===== config.mk =====
export PLATFORM = sky130hd
export DESIGN_NAME = mem_dump_streamer
export DESIGN_NICKNAME = d
export VERILOG_FILES = /design/src/rtl/scc_dump_pkg.sv /design/src/rtl/dump_fifo.sv /design/src/rtl/mem_dump_streamer.sv
export SDC_FILE = /design/constraint.sdc
export NUM_CORES = 1
export LEC_CHECK = 0
export ABC_AREA = 1
export CORE_UTILIZATION = 50
export DETAILED_ROUTE_END_ITERATION = 7
export PLACE_DENSITY = 0.8
export SYNTH_ARGS = -nofsm -noshare
export SYNTH_HDL_FRONTEND = slang
export SYNTH_SLANG_ARGS = --single-unit

===== constraint.sdc =====
create_clock -name i_clk -period 5.5 [get_ports i_clk]
set_input_delay 1.375 -clock i_clk [delete_from_list [all_inputs] [get_ports i_clk]]
set_output_delay 1.375 -clock i_clk [all_outputs]
set_load 0.01 [all_outputs]

===== src/rtl/scc_dump_pkg.sv =====
// Shared types and constants for the post-halt memory dump streamer.
package scc_dump_pkg;

    typedef enum logic [1:0] {
        IDLE = 2'd0,
        RUN  = 2'd1,
        DONE = 2'd2
    } dump_state_e;

    // Byte stride between consecutive dumped words.
    localparam int unsigned WORD_BYTES = 4;

    localparam int unsigned REC_ADDR_W = 32;
    localparam int unsigned REC_DATA_W = 32;

    // One dump record as seen on the output stream.
    typedef struct packed {
        logic [REC_ADDR_W-1:0] addr;
        logic [REC_DATA_W-1:0] data;
        logic                  last;
    } dump_rec_t;

endpackage


===== src/rtl/dump_fifo.sv =====
// Two-entry synchronous FIFO; all state advances only on enabled cycles.
module dump_fifo #(
    parameter int unsigned WIDTH = 65
) (
    input  logic             i_clk,
    input  logic             i_rst,
    input  logic             i_clk_en,
    input  logic             i_push,
    input  logic             i_pop,
    input  logic [WIDTH-1:0] i_wdata,
    output logic [WIDTH-1:0] o_rdata,
    output logic             o_full,
    output logic             o_empty
);

    logic [WIDTH-1:0] r_mem [2];
    logic             r_wr_ptr;
    logic             r_rd_ptr;
    logic [1:0]       r_count;

    // Storage, pointers and occupancy; push and pop may coincide.
    always_ff @(posedge i_clk) begin
        if (i_rst) begin
            r_mem[0] <= '0;
            r_mem[1] <= '0;
            r_wr_ptr <= 1'b0;
            r_rd_ptr <= 1'b0;
            r_count  <= 2'd0;
        end else if (i_clk_en) begin
            if (i_push) begin
                r_mem[r_wr_ptr] <= i_wdata;
                r_wr_ptr        <= ~r_wr_ptr;
            end
            if (i_pop) begin
                r_rd_ptr <= ~r_rd_ptr;
            end
            case ({i_push, i_pop})
                2'b10:   r_count <= r_count + 2'd1;
                2'b01:   r_count <= r_count - 2'd1;
                default: r_count <= r_count;
            endcase
        end
    end

    assign o_rdata = r_mem[r_rd_ptr];
    assign o_full  = (r_count == 2'd2);
    assign o_empty = (r_count == 2'd0);

endmodule


===== src/rtl/mem_dump_streamer.sv =====
// Walks data memory after halt and streams one (address, value) record per word.
module mem_dump_streamer
    import scc_dump_pkg::*;
#(
    parameter int unsigned      ADDR_W    = 32,
    parameter int unsigned      DATA_W    = 32,
    parameter int unsigned      NUM_WORDS = 4096,
    parameter logic [ADDR_W-1:0] BASE_ADDR = '0
) (
    input  logic              i_clk,
    input  logic              i_rst,
    input  logic              i_clk_en,
    input  logic              i_start,
    output logic              o_mem_rd_en,
    output logic [ADDR_W-1:0] o_mem_rd_addr,
    input  logic [DATA_W-1:0] i_mem_rd_data,
    output logic              o_rec_valid,
    input  logic              i_rec_ready,
    output logic [ADDR_W-1:0] o_rec_addr,
    output logic [DATA_W-1:0] o_rec_data,
    output logic              o_rec_last,
    output logic              o_busy,
    output logic              o_done
);

    localparam int unsigned IDX_W = $clog2(NUM_WORDS + 1);
    localparam int unsigned REC_W = ADDR_W + DATA_W + 1;

    dump_state_e       r_state;
    dump_state_e       w_state_nxt;
    logic              r_start_q;
    logic [IDX_W-1:0]  r_idx;
    logic              r_inflight;
    logic [ADDR_W-1:0] r_inflight_addr;
    logic              r_inflight_last;

    logic              w_start_edge;
    logic              w_go;
    logic              w_issue;
    logic              w_issue_last;
    logic              w_pop;
    logic              w_full;
    logic              w_empty;
    logic [1:0]        w_count;
    logic [2:0]        w_pending;
    logic [REC_W-1:0]  w_head;

    assign w_start_edge = i_start && !r_start_q;
    assign w_count      = w_full ? 2'd2 : {1'b0, !w_empty};
    assign w_pop        = o_rec_valid && i_rec_ready;

    // A slot freed by this cycle's pop counts as credit, so a steady ready
    // sink sees one record per cycle without ever overrunning the FIFO.
    assign w_pending    = {1'b0, w_count} + {2'b00, r_inflight} - {2'b00, w_pop};
    assign w_issue      = (r_state == RUN) && (r_idx < IDX_W'(NUM_WORDS))
                          && (w_pending < 3'd2);
    assign w_issue_last = (r_idx == IDX_W'(NUM_WORDS - 1));

    assign o_mem_rd_en   = w_issue;
    assign o_mem_rd_addr = BASE_ADDR + ADDR_W'(r_idx) * ADDR_W'(WORD_BYTES);

    // Next-state: start edges are only honoured outside RUN.
    always_comb begin
        w_state_nxt = r_state;
        w_go        = 1'b0;
        unique case (r_state)
            IDLE, DONE: begin
                if (w_start_edge) begin
                    w_state_nxt = RUN;
                    w_go        = 1'b1;
                end
            end
            RUN: begin
                if (w_pop && o_rec_last) begin
                    w_state_nxt = DONE;
                end
            end
            default: w_state_nxt = IDLE;
        endcase
    end

    // State, start edge detector, issue index and the single in-flight read.
    always_ff @(posedge i_clk) begin
        if (i_rst) begin
            r_state         <= IDLE;
            r_start_q       <= 1'b0;
            r_idx           <= '0;
            r_inflight      <= 1'b0;
            r_inflight_addr <= '0;
            r_inflight_last <= 1'b0;
        end else if (i_clk_en) begin
            r_state    <= w_state_nxt;
            r_start_q  <= i_start;
            r_inflight <= w_issue;
            if (w_go) begin
                r_idx <= '0;
            end else if (w_issue) begin
                r_idx <= r_idx + IDX_W'(1);
            end
            if (w_issue) begin
                r_inflight_addr <= o_mem_rd_addr;
                r_inflight_last <= w_issue_last;
            end
        end
    end

    dump_fifo #(
        .WIDTH (REC_W)
    ) u_fifo (
        .i_clk    (i_clk),
        .i_rst    (i_rst),
        .i_clk_en (i_clk_en),
        .i_push   (r_inflight),
        .i_pop    (w_pop),
        .i_wdata  ({r_inflight_addr, i_mem_rd_data, r_inflight_last}),
        .o_rdata  (w_head),
        .o_full   (w_full),
        .o_empty  (w_empty)
    );

    assign o_rec_valid = !w_empty;
    assign o_rec_addr  = w_head[REC_W-1 -: ADDR_W];
    assign o_rec_data  = w_head[DATA_W:1];
    assign o_rec_last  = w_head[0];
    assign o_busy      = (r_state == RUN);
    assign o_done      = (r_state == DONE);

endmodule


==> run_results.csv <==
group,metric,value,unit
die,die_h,110,um
drt,drc,0,
drt,avgRoutedWirePerCell,13.8,um
drt,drt-total-wl,11200,um
synth,synth_top_area_share,0.472,
min_path,hp-start,"r_inflight_addr[14]$_SDFFE_PP0P_",
pwr,p_per_area,316,nW/um2
timing,fmax,0.204,GHz
grt,grt_usage,0.193,
die,die_area,12100,um2
layout,final_common_cell,"nor2_1",
grt,grt_max_degree,48,
timing,fin_worst_skew,0.00709,ns
cts,clk_pin_slew,0.05,ns
layout,mostFrequentLayoutCells,"nor2_1 (117), clkdlybuf4s50_1 (99), edfxtp_1 (92)",
synth,synth.largest_area_cell,"edfxtp_1",
layout,layout.nets,699,
min_path,hold-path-cell-count,2,
timing,hold_viol_final,0,
placement,place.port_buffers,99,
placement,hpwlAfterDp,7060,um
drt,dr.first_iter.drc_count,189,
grt,gr-total-overflow,0,
worst_setup_path,start_kind,"input pin",
synth,synthArstFlopShare,0,
cts,cts-buffers-inserted,17,
flow_run,cap_violations,0,
pwr,p_leak,0.00295,uW
drt,vias,3992,
grt,antenna_found_initial,0,
timing,tightest_slew,1.13,ns
worst_setup_path,cp_max_fo,4,
placement,dp_slack,0.592,ns
drt,final_antenna_net_count,0,
cts,cts_tree,"done",
timing,final.setup.tns,0,ns
min_path,min_path_type,"flop to flop",
timing,layout_setup_ws,0.604,ns
synth,ys_seq_area_frac,0.595,
die,die_x,110,um
timing,min_period,4.90,ns
worst_setup_path,critPathMaxStageDelay,0.53,ns
worst_setup_path,reg2reg_depth,12,
timing,period_share,0.890,
synth,avgSynthCellArea,10.5,um2
worst_setup_path,regToRegStartpoint,"u_fifo.r_count[1]$_SDFFE_PP0P_",
cts,cts_num_sinks,128,
synth,post_synth_num_cell_types,29,
worst_setup_path,end_kind,"output pin",
cts,post_cts_buffers,0,
worst_setup_path,path_class,"input pin to output pin",
layout,area_growth,25.4,%
grt,grt_pass1_wl,17700,um
synth,ys_ff_latch,128,
drt,via_per_inst,4.91,
timing,setup_violations,0,
synth,yosys_warnings,0,
layout,drive_above_1_share,0.143,
grt,grt_pass1_vias,3893,
timing,slew_headroom,0.245,
cts,clockRootBuffer,"clkbuf_16",
worst_setup_path,r2r_slack,3.10,ns
worst_setup_path,arrival,3.52,ns
layout,num_antenna_cells,0,
min_path,whs_endpoint,"r_inflight_addr[14]$_SDFFE_PP0P_",
placement,gp_congestion,0.824,
die,ioPinCount,138,
timing,rsz0062_at_grt,"false",
die,start_util,0.513,
run_status,status,"complete, no violations",
cts,ctsResizeCount,0,
worst_setup_path,crit_start,"i_rec_ready",
cts,ctsLongestPathBuffers,2,
drt,dr.pass1.iters,4,
die,rows,39,
cts,h-tree-depth,4,
synth,synth.top_cells.by_area,"edfxtp_1 (47%), dfxtp_1 (12%), mux2_2 (8.7%), nor2_1 (7.5%), buf_4 (5.0%)",
timing,holdWs,0.465,ns
die,core-area,11400,um2
worst_setup_path,r2r_end,"r_idx[7]$_SDFFE_PP0P_",
cts,clk-insertion-delay-late,0.40,ns
synth,syn_area,5850,um2
cts,hold_buffers,0,
worst_setup_path,crit_slowest_cell,"clkdlybuf4s50_1",
synth,ys.flop_type,"edfxtp_1",
synth,synth_edf_count,92,
pwr,max-vdd-ir-drop,0.182,mV
layout,fin_util,0.643,
timing,maxSlewViolCount,0,
worst_setup_path,path_cells,"clkdlybuf4s50_1 > o21a_1 > ha_1 > nor2_1 > ha_1 > inv_1 > nand2_1 > nor2_4 > nand2_1 > inv_1 > clkdlybuf4s50_1",
worst_setup_path,cp_data_required_time,4.12,ns
synth,synthCells,560,
-- power by group --
part | leakage [uW] | internal, uW | total [uW] | switching [uW]
Clock | 0.000279 | 663 | 1060 | 399
Sequential | 0.00124 | 1070 | 1080 | 12.9
Combinational | 0.00144 | 82.5 | 178 | 95.6
-- registers in the layout, indices dropped and copies added, names as in the netlist, named ones only --
register and count:
u_fifo.r_count 2, r_inflight 1, u_fifo.r_wr_ptr 1, r_state 2
r_idx 13, r_inflight_last 1, r_start_q 1, u_fifo.r_rd_ptr 1
u_fifo.r_mem 92, r_inflight_addr 13
-- per-stage QoR --
stage | instances | cell area, um2 | power, uW
finish | 813 | 7340 | 2320
CTS | 813 | 7340 | 2340
detailed placement | 782 | 6770 | 1280
global route | 813 | 7340 | 2400
floorplan | 597 | 5990 | 1210
global placement | 782 | 6770 | 1270
-- kinds of logic (layout without fill, tap and decap cells) --
logic type	Yosys count	in the layout	synth area share
adder cells (fa/ha/maj)	4	4	0.00855
other	1	38	0.000641
XOR/XNOR	5	5	0.00748
buffers and inverters	135	208	0.121
multiplexers	45	45	0.0866
AND/OR/NAND/NOR	194	194	0.139
flip-flops	128	128	0.595
AO/OA/AOI/OAI	48	48	0.0417
-- layout make-up --
cell class	count	area (um2)
Clock inverter	14	144
Inverter	74	278
Timing Repair Buffer	103	1020
Clock buffer	17	425
Tap cell	143	179
Fill cell	930	4080
Multi-Input combinational cell	334	1810
Sequential cell	128	3480
-- routing by layer --
| layer | routed length, um | vias up | global-route usage | part of all wire |
|---|---|---|---|---|
| met2 | 5660 | 158 | 0.350 | 0.50 |
| li1 | - | 1936 | - | - |
| met1 | 4720 | 1891 | 0.228 | 0.42 |
| met3 | 801 | 7 | 0.0488 | 0.071 |
| met4 | 42 | 0 | 0.0489 | 0.0037 |
| met5 | 0 | - | 0 | 0 |
-- synthesized netlist by cell type, types with 4 or more instances --
cell      number
o21ai_0       18
buf_6          4
xor2_1         4
buf_4         39
mux2_2        45
clkbuf_1       4
buf_2         13
nor2_1       117
inv_1         71
nand2_1       49
nand3_1       16
edfxtp_1      92
a21oi_1       28
dfxtp_1       36
ha_1           4
-- critical path: cells and delay by family --
family	cells	cell delay [ns]
buffers and inverters	4	1.09
adders and majority gates	2	0.48
and+or+nand+nor	4	0.38
AOI/OAI and AO/OA	1	0.19
-- how the worst max path moves through the flow --
stage                   to  slack, ns  depth (start not counted)
4_1_cts        o_mem_rd_en       0.58                         11
6_report       o_mem_rd_en       0.60                         11
3_3_place_gp   o_mem_rd_en       0.65                         11
5_1_grt        o_mem_rd_en       0.43                         11
2_1_floorplan  o_mem_rd_en       1.64                          9
3_5_place_dp   o_mem_rd_en       0.59                         11
(Power assumes the default switching activity.)
